--- config.mk ---
export PLATFORM = sky130hd
export DESIGN_NAME = ps2_key_decoder
export DESIGN_NICKNAME = d
export VERILOG_FILES = /design/src/rtl/ps2_key_decoder.sv
export SDC_FILE = /design/constraint.sdc
export NUM_CORES = 1
export LEC_CHECK = 0
export ABC_CLOCK_PERIOD_IN_PS = 2800
export BUFFER_PORTS_ARGS = -buffer_cell sky130_fd_sc_hd__clkbuf_2
export CAP_MARGIN = 30
export CORE_MARGIN = 2
export CORE_UTILIZATION = 40
export CTS_CLUSTER_DIAMETER = 80
export CTS_CLUSTER_SIZE = 10
export DETAILED_ROUTE_END_ITERATION = 6
export GPL_TIMING_DRIVEN = 0
export SLEW_MARGIN = 10
export SYNTH_ARGS = -nofsm -noshare
export SYNTH_HDL_FRONTEND = slang
export SYNTH_SLANG_ARGS = --single-unit
--- constraint.sdc ---
create_clock -name clk -period 2.8 [get_ports clk]
set_clock_uncertainty 0.1 [all_clocks]
set_input_delay 0.14 -clock clk [delete_from_list [all_inputs] [get_ports clk]]
set_output_delay 0.14 -clock clk [all_outputs]
set_load 0.03 [all_outputs]
--- src/rtl/ps2_key_decoder.sv ---
// ps2_key_decoder: PS/2 set-2 receiver that turns make/break codes into held-key flags.
module ps2_key_decoder #(
  parameter int FILTER_LEN = 8,
  parameter int TIMEOUT_CYCLES = 10000,
  parameter logic [7:0] CODE_8 = 8'h75,
  parameter logic [7:0] CODE_2 = 8'h72,
  parameter logic [7:0] CODE_W = 8'h1D,
  parameter logic [7:0] CODE_S = 8'h1B
) (
  input  logic       clk,
  input  logic       resetN,
  input  logic       ps2_clk,
  input  logic       ps2_data,
  output logic       key8IsPressed,
  output logic       key2IsPressed,
  output logic       keyWIsPressed,
  output logic       keySIsPressed,
  output logic [7:0] scan_code,
  output logic       code_valid,
  output logic       frame_error
);
  localparam int FW = $clog2(FILTER_LEN + 1);
  localparam int TW = $clog2(TIMEOUT_CYCLES + 1);
  typedef enum logic [1:0] {IDLE, DATA, PARITY, STOP} state_t;
  state_t state;
  logic [1:0] clk_sync, data_sync;
  logic clk_filt;
  logic [FW-1:0] filt_cnt;
  logic [3:0] bit_cnt;
  logic [7:0] shift;
  logic par;
  logic [TW-1:0] tmo;
  logic break_pending, ext_pending;
  logic clk_s, data_s, fall, timeout, good;
  assign clk_s = clk_sync[1];
  assign data_s = data_sync[1];
  // the fall is the very cycle the filter accepts a low level
  assign fall = clk_filt & ~clk_s & (filt_cnt == FW'(FILTER_LEN - 1));
  assign timeout = (state != IDLE) & ~fall & (tmo == TW'(TIMEOUT_CYCLES - 1));
  assign good = data_s & (^{shift, par});
  always_ff @(posedge clk or negedge resetN)
    if (!resetN) begin
      clk_sync <= 2'b11;
      data_sync <= 2'b11;
      clk_filt <= 1'b1;
      filt_cnt <= '0;
    end else begin
      clk_sync <= {clk_sync[0], ps2_clk};
      data_sync <= {data_sync[0], ps2_data};
      if (clk_s == clk_filt) filt_cnt <= '0;
      else if (filt_cnt == FW'(FILTER_LEN - 1)) begin
        clk_filt <= clk_s;
        filt_cnt <= '0;
      end else filt_cnt <= filt_cnt + 1'b1;
    end
  always_ff @(posedge clk or negedge resetN)
    if (!resetN) begin
      state <= IDLE;
      bit_cnt <= '0;
      shift <= '0;
      par <= 1'b0;
      tmo <= '0;
      break_pending <= 1'b0;
      ext_pending <= 1'b0;
      key8IsPressed <= 1'b0;
      key2IsPressed <= 1'b0;
      keyWIsPressed <= 1'b0;
      keySIsPressed <= 1'b0;
      scan_code <= '0;
      code_valid <= 1'b0;
      frame_error <= 1'b0;
    end else begin
      code_valid <= 1'b0;
      frame_error <= 1'b0;
      tmo <= (state == IDLE || fall || timeout) ? '0 : tmo + 1'b1;
      if (timeout) begin
        state <= IDLE;
        frame_error <= 1'b1;
        break_pending <= 1'b0;
        ext_pending <= 1'b0;
      end else if (fall) begin
        case (state)
          IDLE:
            if (!data_s) begin
              state <= DATA;
              bit_cnt <= '0;
            end else begin
              frame_error <= 1'b1;
              break_pending <= 1'b0;
              ext_pending <= 1'b0;
            end
          DATA: begin
            shift <= {data_s, shift[7:1]};
            bit_cnt <= bit_cnt + 1'b1;
            if (bit_cnt == 4'd7) state <= PARITY;
          end
          PARITY: begin
            par <= data_s;
            state <= STOP;
          end
          STOP: begin
            state <= IDLE;
            if (good) begin
              scan_code <= shift;
              code_valid <= 1'b1;
              if (shift == 8'hF0) break_pending <= 1'b1;
              else if (shift == 8'hE0) ext_pending <= 1'b1;
              else begin
                if (!ext_pending) begin
                  if (shift == CODE_8) key8IsPressed <= ~break_pending;
                  if (shift == CODE_2) key2IsPressed <= ~break_pending;
                  if (shift == CODE_W) keyWIsPressed <= ~break_pending;
                  if (shift == CODE_S) keySIsPressed <= ~break_pending;
                end
                break_pending <= 1'b0;
                ext_pending <= 1'b0;
              end
            end else begin
              frame_error <= 1'b1;
              break_pending <= 1'b0;
              ext_pending <= 1'b0;
            end
          end
        endcase
      end
    end
endmodule

Word level (Yosys, flattened, before mapping). Index checks and enable logic that the tools add are counted.

Register bits: 54. Bits in latches: 0. Memory bits (writable): 0. Bits in read-only memories: 0. Input port bits: 4. Output and inout bits: 14. Memories: 0.

Add/sub/neg operators: 3. Multiply operators: 0. Divide/modulo/power cells: 0. Order comparisons: 0. Eq/ne operators: 19. Shift operators: 0. Multiplexer cells: 32. Bitwise gates (word level): 13. Reductions and logical operators: 20.

Operator list (count): AND reduction 8 bit (4); 2-to-1 mux 1 bit (19); == test 8 x 5 -> 1 bit, second input constant (2); == test 8 x 7 -> 1 bit, second input constant (2); == test 8 bit, second input constant (2); AND reduction 4 bit (4); adder 14 x 1 -> 14 bit, second input constant (1); == test 14 bit, second input constant (1); 2-to-1 mux 14 bit (1); 2-to-1 mux 4 bit (3); inequality test 3 bit, second input constant (3); AND reduction 3 bit (3); XOR reduction 9 bit (1); adder 4 x 1 -> 4 bit, second input constant (2); == test 4 x 3 -> 1 bit, second input constant (2); 2-to-1 mux 2 bit (4); NOT 1 bit (8); case mux 2 bit (4 select lines) (1); case mux 4 bit (2 select lines) (1); case mux 1 bit (2 select lines) (3); nonzero test 2 bit (3); AND 1 bit (5); inequality test 5 bit, second input constant (1); == test 2 bit, second input constant (2); 8 further kinds (9).

Depth between registers and ports, before layout. Gate-level depths: netlist of run 1.

Depth after elaboration: 8. Gate-level depth with buffers: 8. Gate-level depth less buffers: 6.

Worst setup path before layout of run 1. OpenSTA, ideal clock, no wires.

Path type: flip-flop to flip-flop. From: register shift[2]. To: register scan_code[0]. Setup time: 0.125 ns. Arrival time: 1.853 ns. Slack: 0.723 ns. Stages on the path, launching flop included: 6. Path buffers: 1. Cell sequence: dfrtp_1 clkbuf_4 xnor2_1 xor3_2 mux2i_4 mux2_2.

Longest elaborated chain between the ends: 3.

Ends and longest elaborated chain: start, declared (RTL line 30) `logic [7:0] shift;`; start signal, assigned (RTL line 93) `shift <= {data_s, shift[7:1]};`; XOR reduction 9 bit (RTL line 40) `assign good = data_s & (^{shift, par});`; AND 1 bit (RTL line 40); AND reduction 4 bit (no line); end signal, assigned (RTL line 104) `scan_code <= shift;`; end, declared (RTL line 18) `output logic [7:0] scan_code,`.

Every way passes these cells. A chain may end at the register's enable or synchronous reset.

Worst setup path after layout of run 1.
From: register clk_sync[1]. To: register shift[1].

Longest elaborated chain between the ends: 8.

Ends and longest elaborated chain: start, declared (RTL line 26) `logic [1:0] clk_sync, data_sync;`; start signal, assigned (RTL line 48) `clk_sync <= {clk_sync[0], ps2_clk};`; NOT 1 bit (*) (RTL line 38) `assign fall = clk_filt & ~clk_s & (filt_cnt == FW'(FILTER_LEN - 1));`; AND 1 bit (*) (2 in a row) (RTL line 38); NOT 1 bit (RTL line 39) `assign timeout = (state != IDLE) & ~fall & (tmo == TW'(TIMEOUT_CYCLES - 1));`; AND 1 bit (2 in a row) (RTL line 39); NOT 1 bit (no line); AND reduction 3 bit (no line) (*).

Mark *: on every way between the ends. The rest lies on a longest branch, timed or not.

==> run_results.csv, run 1 <==
group,metric,value,unit
cells_and_area,utilization,46.2,%
cells_and_area,fillCellCount,603,
global_route,first_global_vias,1755,
setup_path,crit_chain,"inv_1, ha_1, and4b_1, clkbuf_1, nand2_1, clkbuf_1, mux2_2",
setup_path,ff2ff_setup_slack,0.51,ns
floorplanning,std_cell_rows,29,
synth,yosysWarnings,0,
synth,yosys_register_bits,54,
timing,max_freq,436,MHz
detailed_routing,vias_per_cell,5.24,
timing,maxSlewHeadroom,53.1,%
place,dp_slack,0.488,ns
timing,min_period_over_period,81.8,%
synth,synth.distinct_cells,44,
cells_and_area,area.growth.synth_to_final,11.5,%
setup_path,timing.rr.end,"shift[1]",
global_route,grt_antenna_before_repair,0,
synth,synth_area,2640,um2
setup_path,cp-endpoint,"shift[1]",
flow_run,cap_violations,0,
power,ir_drop,0.407,mV
setup_path,cp_common_cell,"clkbuf_1",
setup_path,endpoint_kind,"flip-flop",
timing,fin_tns_setup,0,ns
timing,rsz0062_at_grt,"false",
synth,synth_top_family_by_area,"simple AND/OR/NAND/NOR gates",
place,place.gp.congestion,0.795,
synth,synthesis.nets,251,
setup_path,cp_max_fo,10,
synth,synth-adder-area-share,4.26,%
synth,syn_inst,238,
cells_and_area,drive_gt1_share,18.4,%
timing,slew_violations,0,
setup_path,crit_type,"reg -> reg",
timing,hold_viol,0,
global_route,grt_pass1_wl,8.40,mm
cells_and_area,layout.cells.most_common_list,"dfrtp_1 (49), nor2_1 (22), clkbuf_2 (16), nand2_1 (15), mux2_2 (14)",
synth,synthArstFlopShare,100,%
clock_network,cts-root-buf,"clkbuf_8",
synth,syn_avg_cell_area,11.1,um2
floorplanning,start_util,41.4,%
detailed_routing,totalWireLength,4.68,mm
floorplanning,dieHeight,85.3,um
synth,synthFlopType,"dfrtp_1",
setup_path,crit_path_start_kind,"flip-flop",
synth,synth_compound_area_share,6.39,%
synth,synth_edf_count,0,
setup_path,r2r.worst_path.cells,7,
timing,setup_viol,0,
global_route,grt_max_degree,55,
setup_path,cp.arrival,2.38,ns
timing,post-route-min-period,2.29,ns
global_route,grt.total_usage,14.4,%
cells_and_area,nNetsFinal,278,
clock_network,cts_setup_buffers,0,
worst_hold_path,holdCritPathClass,"reg -> reg",
setup_path,timing.rr.start,"clk_sync[1]",
cells_and_area,final_common_cell,"dfrtp_1",
power,p_leak,1.37,nW
synth,yosysSeqAreaShare,51.3,%
detailed_routing,drt.antenna.violating_nets,0,
cells_and_area,diodes,0,
floorplanning,fp.dieW,85.3,um
global_route,grt.overflow.total,0,
clock_network,tritoncts,"done",
power,power_density,514,nW/um2
synth,synth_xor_area_share,8.19,%
place,io_buffers,17,
setup_path,cp-startpoint,"clk_sync[1]",
run_status,status,"complete, no violations",
clock_network,cts_buffer_depth,2,
setup_path,required,2.89,ns
detailed_routing,drc,0,
place,place.detailed.hpwl,3.33,mm
detailed_routing,dr.pass1.iters,4,
detailed_routing,vias,1798,
clock_network,cts-buffers-inserted,5,
timing,holdWs,0.261,ns
floorplanning,core,6390,um2
synth,muxShareOfSynthArea,8.33,%
clock_network,clkLatencyLatePin,0.30,ns
clock_network,path_clk_slew,0.09,ns
setup_path,crit_slowest_cell,"dfstp_2",
setup_path,cpPeakStageDelay,0.54,ns
timing,worst_pin_slew,0.704,ns
detailed_routing,avgRoutedWirePerCell,13.6,um
floorplanning,ios,18,
synth,synthSimpleGateAreaFrac,19.1,%
clock_network,htreeDepth,2,
detailed_routing,drtIter0Drc,69,
floorplanning,die_area,7280,um2
clock_network,clock-sinks,54,
timing,fin_ws,0.509,ns
## cell usage after synthesis, types with 2 or more instances
| cell | number | area share [%] |
|---|---|---|
| and3_1 | 4 | 0.95 |
| clkbuf_1 | 4 | 0.57 |
| o21ai_0 | 8 | 1.5 |
| ha_1 | 9 | 4.3 |
| dfstp_2 | 5 | 5.0 |
| nor3_1 | 9 | 1.7 |
| dfrtp_1 | 49 | 46 |
| nand3_1 | 10 | 1.9 |
| nand4_1 | 8 | 1.9 |
| nor3b_1 | 2 | 0.57 |
| mux2i_1 | 4 | 1.5 |
| xor2_1 | 6 | 2.0 |
| nor2b_1 | 2 | 0.47 |
| nand4b_1 | 4 | 1.3 |
| inv_1 | 11 | 1.6 |
| and4_1 | 2 | 0.66 |
| nor2_1 | 22 | 3.1 |
| o31ai_1 | 2 | 0.57 |
| nand2b_1 | 3 | 0.71 |
| a21oi_1 | 8 | 1.5 |
| xor3_2 | 2 | 1.9 |
| a211oi_1 | 2 | 0.57 |
| mux2_2 | 14 | 6.0 |
| nor4_1 | 4 | 0.95 |
| nand2_1 | 15 | 2.1 |
| xnor2_1 | 10 | 3.3 |
| nand3b_1 | 2 | 0.57 |
## layout make-up
| class | count | area (um2) | share of cell area, % |
|---|---|---|---|
| flip-flops and latches | 54 | 1360 | 46.0 |
| multi-input cells | 168 | 1220 | 41.5 |
| repair buffers | 20 | 118 | 3.99 |
| well taps | 77 | 96.3 | 3.27 |
| clock buffers | 7 | 86.3 | 2.93 |
| inverters | 11 | 41.3 | 1.40 |
| plain buffers | 5 | 22.5 | 0.764 |
| clock inverters | 1 | 5.00 | 0.170 |
## sequential cells by signal, summed over array words and instances (netlist names), 2 cells and up
register	cells
shift	8
data_sync	2
state	2
scan_code	8
bit_cnt	4
clk_sync	2
tmo	14
filt_cnt	4
## per-layer routing
layer,track usage [%],routed length (um),vias to the layer above
li1,-,-,900
met1,20.9,2520,880
met2,21.7,2010,14
met3,3.21,105,4
met4,4.33,50,0
met5,0,0,-
## report_power, final
group	switching [W]	internal, W
Combinational	0.000116	0.0000824
Sequential	0.0000438	0.000835
Clock	0.000238	0.000200
Total	0.000398	0.00112
## logic make-up after synthesis
logic type | Yosys count
simple gates | 94
flops | 54
compound gates | 27
xor+xnor | 19
mux | 19
buf+inv | 16
fa+ha+maj | 9
## repair_timing
action / 4_1_cts / 5_1_grt
hold buffers: 3 / 0
resized for setup: 0 / 0
endpoints found under the hold margin: 51 / 0
## how the worst min path moves through the flow
stage                     start  cells past startpoint  slack (ns)      endpoint
finish              clk_sync[0]                      0        0.26   clk_sync[1]
global route        clk_sync[0]                      0        0.27   clk_sync[1]
CTS                 clk_sync[0]                      0        0.26   clk_sync[1]
detailed placement     ps2_data                      1        0.13  data_sync[0]
global placement       ps2_data                      1        0.13  data_sync[0]
floorplan                resetN                      0       -0.26    bit_cnt[0]
## stage by stage
stage | instance area [um2] | std cells | total power [W]
2_1_floorplan | 2640 | 238 | 0.00103
3_3_place_gp | 2830 | 332 | 0.00109
3_5_place_dp | 2830 | 332 | 0.00109
4_1_cts | 2950 | 343 | 0.00154
5_1_grt | 2950 | 343 | 0.00161
6_report | 2950 | 343 | 0.00152
## critical path, delay by kind of cell (launching register included)
family / cells / cell delay (ns)
buf+inv: 3 / 0.61
flops: 1 / 0.54
mux: 1 / 0.39
simple gates: 2 / 0.35
fa+ha+maj: 1 / 0.19
(Power assumes the default switching activity.)
==> run 2: changes to the inputs <==
--- a/config.mk
+++ b/config.mk
@@ -5,7 +5,8 @@
 export SDC_FILE = /design/constraint.sdc
 export NUM_CORES = 1
 export LEC_CHECK = 0
-export ABC_CLOCK_PERIOD_IN_PS = 2800
+export ABC_AREA = 1
+export ABC_CLOCK_PERIOD_IN_PS = 2250
 export BUFFER_PORTS_ARGS = -buffer_cell sky130_fd_sc_hd__clkbuf_2
 export CAP_MARGIN = 30
 export CORE_MARGIN = 2
==> constraint.sdc (replaced) <==
create_clock -name clk -period 2.25 [get_ports clk]
set_clock_uncertainty 0.1 [all_clocks]
set_input_delay 0.1125 -clock clk [delete_from_list [all_inputs] [get_ports clk]]
set_output_delay 0.1125 -clock clk [all_outputs]
set_load 0.03 [all_outputs]
==> run_results.csv, run 2 <==
group,metric,value,unit
synth,yosys_register_bits,54,
synth,synthFlopType,"dfrtp_1",
detailed_routing,drtIter0Drc,105,
clock_network,htreeDepth,2,
worst_hold_path,holdCritPathClass,"reg -> reg",
detailed_routing,vias,2165,
place,place_inst,425,
timing,fin_tns_setup,0,ns
detailed_routing,vias_per_cell,4.97,
synth,yosysMostFrequentCell,"nand2_1",
synth,synthesis.nets,341,
global_route,grt_pass1_wl,9.11,mm
clock_network,cts-buffers-inserted,5,
cells_and_area,diodes,0,
timing,min_period_over_period,87.8,%
cells_and_area,utilization,46.1,%
place,io_buffers,17,
global_route,grt.overflow.total,0,
clock_network,cts_setup_buffers,0,
cells_and_area,regMostFlops,"tmo",
clock_network,path_clk_slew,0.10,ns
synth,yosysSeqAreaShare,49.3,%
detailed_routing,dr.pass1.iters,4,
run_status,status,"complete, no violations",
setup_path,crit_type,"reg -> reg",
global_route,grt.total_usage,14.7,%
synth,yosys.area.top_type,"dfrtp_1",
timing,max_freq,506,MHz
clock_network,cts-root-buf,"clkbuf_8",
synth,synthArstFlopShare,100,%
setup_path,cp.arrival,2.06,ns
timing,setup_viol,0,
setup_path,endpoint_kind,"flip-flop",
clock_network,tritoncts,"done",
place,dp_slack,0.104,ns
place,place.gp.congestion,0.822,
detailed_routing,totalWireLength,4.91,mm
clock_network,cts_buffer_depth,2,
timing,worst_pin_slew,0.728,ns
synth,syn_avg_cell_area,8.39,um2
synth,synth_top_area_share,44.5,%
cells_and_area,largest_register_ffs,14,
timing,maxSlewHeadroom,51.5,%
power,p_comb_share,5.7,%
setup_path,crit_path_start_kind,"flip-flop",
power,finalPower,0.00180,W
floorplanning,start_util,41.0,%
detailed_routing,avgRoutedWirePerCell,11.3,um
clock_network,clock-sinks,54,
cells_and_area,fillCellCount,649,
global_route,grt_max_degree,55,
synth,yosysWarnings,0,
synth,syn_inst,328,
detailed_routing,drt.antenna.violating_nets,0,
cells_and_area,area.growth.synth_to_final,12.6,%
cells_and_area,drive_gt1_share,15.4,%
synth,synth_area,2750,um2
synth,yosys-top-cells-area,"dfrtp_1 (45%), nand2_1 (10%), inv_1 (5.9%)",
synth,synth.distinct_cells,32,
timing,fin_ws,0.275,ns
power,clockPowerShare,36.9,%
cells_and_area,fin_cells,436,
power,p_int,0.00138,W
cells_and_area,final_common_cell,"nand2_1",
cells_and_area,layout.cells.most_common_list,"nand2_1 (76), dfrtp_1 (49), inv_1 (43), nor2_1 (38), o21ai_0 (18)",
setup_path,cp_max_fo,10,
power,p_leak,1.53,nW
power,p_sw_share,23.1,%
floorplanning,core,6720,um2
synth,synth_edf_count,0,
floorplanning,std_cell_rows,30,
place,place.detailed.hpwl,3.53,mm
timing,post-route-min-period,1.98,ns
timing,slew_violations,0,
global_route,grt_antenna_before_repair,0,
flow_run,cap_violations,0,
setup_path,required,2.34,ns
floorplanning,die_area,7560,um2
floorplanning,fp.dieW,87.0,um
power,power_density,580,nW/um2
detailed_routing,drc,0,
clock_network,clkLatencyLatePin,0.31,ns
synth,synthTopCellsByCount,"nand2_1 (76), dfrtp_1 (49), inv_1 (43), nor2_1 (40), o21ai_0 (18)",
cells_and_area,largest_registers,"tmo x14, scan_code x8, shift x8",
timing,rsz0062_at_grt,"false",
power,ir_drop,0.279,mV
timing,hold_viol,0,
cells_and_area,nNetsFinal,368,
power,p_sw,0.000416,W
power,pwr-share-seq,57.4,%
floorplanning,ios,18,
floorplanning,dieHeight,87.0,um
global_route,first_global_vias,2091,
==> run 2: cells by family after synthesis <==
family                     share of synthesized area, %
AOI/OAI and AO/OA                                  9.86
xor gates and xnor gates                           1.86
adders and majority gates                          4.09
buffers and inverters                              7.00
DFF                                                49.3
and+or+nand+nor                                    27.9
==> run 2: repair_timing <==
item                       in CTS  in global routing
hold buffers                    3                  0
gates resized for setup         0                  6
hold endpoints to repair       51                  0
setup endpoints to repair       0                 15
==> run 2: worst paths after layout <==
kind	start	to	slack [ns]	cells past startpoint
max	filt_cnt[0]	shift[0]	0.27	7
min	clk_sync[0]	clk_sync[1]	0.26	0
max reg2reg	filt_cnt[0]	shift[0]	0.27	7
min reg2reg	clk_sync[0]	clk_sync[1]	0.26	0
max in group asynchronous	resetN	tmo[13]	1.25	2
min in group asynchronous	resetN	scan_code[3]	0.32	2
==> run 2: final cells by class <==
cell class | instances | area (um2) | share of cell area [%]
inverters | 44 | 165 | 5.33
plain buffers | 3 | 28.8 | 0.928
clock buffers | 5 | 68.8 | 2.22
multi-input cells | 227 | 1220 | 39.3
repair buffers | 20 | 118 | 3.79
flip-flops and latches | 54 | 1360 | 43.8
well taps | 80 | 100 | 3.23
clock inverters | 3 | 43.8 | 1.41
==> run 2: power by group through the flow <==
stage / Clock, W / Combinational, W / Sequential (W)
2_1_floorplan: 0 / 0.0000667 / 0.00105
3_3_place_gp: 0 / 0.000101 / 0.00105
3_5_place_dp: 0 / 0.000104 / 0.00105
4_1_cts: 0.000686 / 0.000108 / 0.00103
5_1_grt: 0.000730 / 0.000130 / 0.00104
6_report: 0.000662 / 0.000103 / 0.00103
==> run 2: stage by stage <==
stage	area [um2]	hold slack, ns
after global placement	2940	0.0994
after CTS	3080	0.263
after floorplan	2750	-0.283
final	3100	0.261
after detailed placement	2940	0.101
after global routing	3100	0.271
==> run 2: per-layer routing <==
layer	GRT usage (%)	routed length [um]	vias up
met2	24.1	2270	31
met3	3.22	147	4
met5	0	0	-
met4	3.84	49	0
li1	-	-	1120
met1	19.8	2440	1010
==> run 2: worst max-delay path: stages (launching register included) <==
cell	delay [ns]
dfrtp_1	0.38
ha_1	0.19
nand2_1	0.08
nor2_2	0.14
nand2_2	0.16
nor2_2	0.33
clkbuf_1	0.35
o21ai_0	0.14
==> run 3: changes to the inputs <==
--- a/config.mk
+++ b/config.mk
@@ -7,14 +7,17 @@
 export LEC_CHECK = 0
 export ABC_AREA = 1
 export ABC_CLOCK_PERIOD_IN_PS = 2250
-export BUFFER_PORTS_ARGS = -buffer_cell sky130_fd_sc_hd__clkbuf_2
+export BUFFER_PORTS_ARGS = -buffer_cell sky130_fd_sc_hd__buf_2
 export CAP_MARGIN = 30
+export CELL_PAD_IN_SITES_DETAIL_PLACEMENT = 1
+export CELL_PAD_IN_SITES_GLOBAL_PLACEMENT = 2
 export CORE_MARGIN = 2
-export CORE_UTILIZATION = 40
+export CORE_UTILIZATION = 37
 export CTS_CLUSTER_DIAMETER = 80
 export CTS_CLUSTER_SIZE = 10
 export DETAILED_ROUTE_END_ITERATION = 6
 export GPL_TIMING_DRIVEN = 0
+export PLACE_DENSITY_LB_ADDON = 0.1
 export SLEW_MARGIN = 10
 export SYNTH_ARGS = -nofsm -noshare
 export SYNTH_HDL_FRONTEND = slang
==> run_results.csv, run 3 (synthesis results as in run 2) <==
group,metric,value,unit
setup_path,cp-endpoint,"break_pending",
floorplanning,dieHeight,90.3,um
detailed_routing,routed.top_layer,"met4",
clock_network,cts-buffers-inserted,5,
worst_hold_path,holdCritPathClass,"reg -> reg",
detailed_routing,drtIter0Drc,43,
setup_path,critPathTopFamily,"simple AND/OR/NAND/NOR gates",
timing,fin_tns_setup,0,ns
place,io_buffers,17,
timing,post-route-min-period,2.04,ns
clock_network,htreeDepth,2,
global_route,grt.overflow.total,0,
detailed_routing,wl_met1,2.92,mm
detailed_routing,wl_met2,3.16,mm
cells_and_area,largest_register_ffs,14,
floorplanning,die_area,8150,um2
cells_and_area,diodes,0,
clock_network,clock-sinks,54,
clock_network,tritoncts,"done",
timing,max_freq,490,MHz
cells_and_area,regMostFlops,"tmo",
clock_network,cts_setup_buffers,0,
setup_path,crit_path_start_kind,"flip-flop",
cells_and_area,largest_registers,"tmo x14, scan_code x8, shift x8",
detailed_routing,drt.antenna.violating_nets,0,
clock_network,clkLatencyLatePin,0.30,ns
setup_path,cp.depth,12,
global_route,grt_max_degree,29,
detailed_routing,vias,2218,
timing,min_period_over_period,90.8,%
timing,worst_pin_slew,0.669,ns
power,power_density,537,nW/um2
setup_path,cp_max_fo,6,
place,place.detailed.hpwl,4.86,mm
power,ir_drop,0.220,mV
detailed_routing,dr_wl_met3,98,um
global_route,grt_pass1_wl,11.0,mm
global_route,first_global_vias,2328,
cells_and_area,nNetsFinal,369,
global_route,grt.total_usage,16.6,%
setup_path,crit_chain,"ha_1, nand2_1, nor2_1, inv_1, nor3_1, nand3_2, inv_1, o21ai_4, inv_1, o21ai_0, nand2_1, nand2_1",
cells_and_area,drive_gt1_share,15.4,%
timing,fin_ws,0.208,ns
setup_path,cp.arrival,2.14,ns
detailed_routing,totalWireLength,6.27,mm
setup_path,ff2ff_setup_slack,0.21,ns
floorplanning,ios,18,
timing,slew_violations,0,
detailed_routing,dr.pass1.iters,4,
floorplanning,core,7210,um2
setup_path,crit_slowest_cell,"dfrtp_1",
cells_and_area,area.growth.synth_to_final,14.0,%
setup_path,crit_type,"reg -> reg",
flow_run,cap_violations,0,
setup_path,cp.buffers_inverters,3,
timing,hold_viol,0,
clock_network,cts-root-buf,"clkbuf_8",
floorplanning,std_cell_rows,31,
cells_and_area,layout.cells.most_common_list,"nand2_1 (76), dfrtp_1 (49), inv_1 (43), nor2_1 (39), o21ai_0 (18)",
place,place.gp.congestion,0.772,
timing,maxSlewHeadroom,55.4,%
setup_path,timing.rr.end,"break_pending",
detailed_routing,drc,0,
power,p_leak,1.56,nW
place,dp_slack,-0.0463,ns
timing,setup_viol,0,
cells_and_area,final_common_cell,"nand2_1",
detailed_routing,avgRoutedWirePerCell,13.8,um
setup_path,required,2.35,ns
setup_path,cp-startpoint,"tmo[0]",
clock_network,cts_buffer_depth,2,
run_status,status,"complete, no violations",
clock_network,path_clk_slew,0.10,ns
setup_path,endpoint_kind,"flip-flop",
floorplanning,start_util,38.2,%
setup_path,r2r.worst_path.cells,12,
cells_and_area,utilization,43.5,%
global_route,grt_antenna_before_repair,0,
setup_path,cpPeakStageDelay,0.38,ns
floorplanning,fp.dieW,90.3,um
setup_path,timing.rr.start,"tmo[0]",
detailed_routing,vias_per_cell,4.86,
==> run 3: how the worst min path moves through the flow <==
stage                             from            to  slack, ns  depth (start not counted)
after global placement         ps2_clk   clk_sync[0]       0.12                          1
final                     data_sync[0]  data_sync[1]       0.26                          0
after floorplan                 resetN    bit_cnt[0]      -0.28                          0
after CTS                 data_sync[0]  data_sync[1]       0.27                          0
after global routing       clk_sync[0]   clk_sync[1]       0.27                          0
after detailed placement        resetN   filt_cnt[2]       0.09                          1
==> run 3: metal layers <==
| layer | global-route usage (%) | vias to the layer above |
|---|---|---|
| met2 | 28.9 | 13 |
| li1 | - | 1121 |
| met4 | 4.74 | 0 |
| met5 | 0 | - |
| met1 | 21.4 | 1078 |
| met3 | 2.84 | 6 |
==> run 3: metrics by stage <==
step                area (um2)  cells  total power (W)  hold WS, ns
CTS                       3100    456          0.00172        0.266
finish                    3140    456          0.00169        0.263
floorplan                 2750    328          0.00111       -0.283
detailed placement        2980    445          0.00117       0.0854
global route              3140    456          0.00179        0.271
global placement          2960    444          0.00116        0.117
==> run 3: layout make-up <==
type | instances | area (um2)
clock inverters | 2 | 13.8
multi-input cells | 227 | 1240
well taps | 99 | 124
flip-flops and latches | 54 | 1360
plain buffers | 3 | 30.0
repair buffers | 21 | 135
clock buffers | 6 | 72.6
inverters | 44 | 165
fillers | 910 | 4080
==> run 3: repair_timing <==
item	4_1_cts	5_1_grt
hold endpoints to repair	27	0
setup endpoints to repair	8	26
pin swaps	0	2
hold buffers	3	0
resized for setup	1	10
==> run 3: where the power goes <==
part / leakage [nW] / switching [W] / internal [W]
registers: 0.735 / 0.0000239 / 0.00101
clock network: 0.0452 / 0.000316 / 0.000221
logic: 0.779 / 0.0000737 / 0.0000409
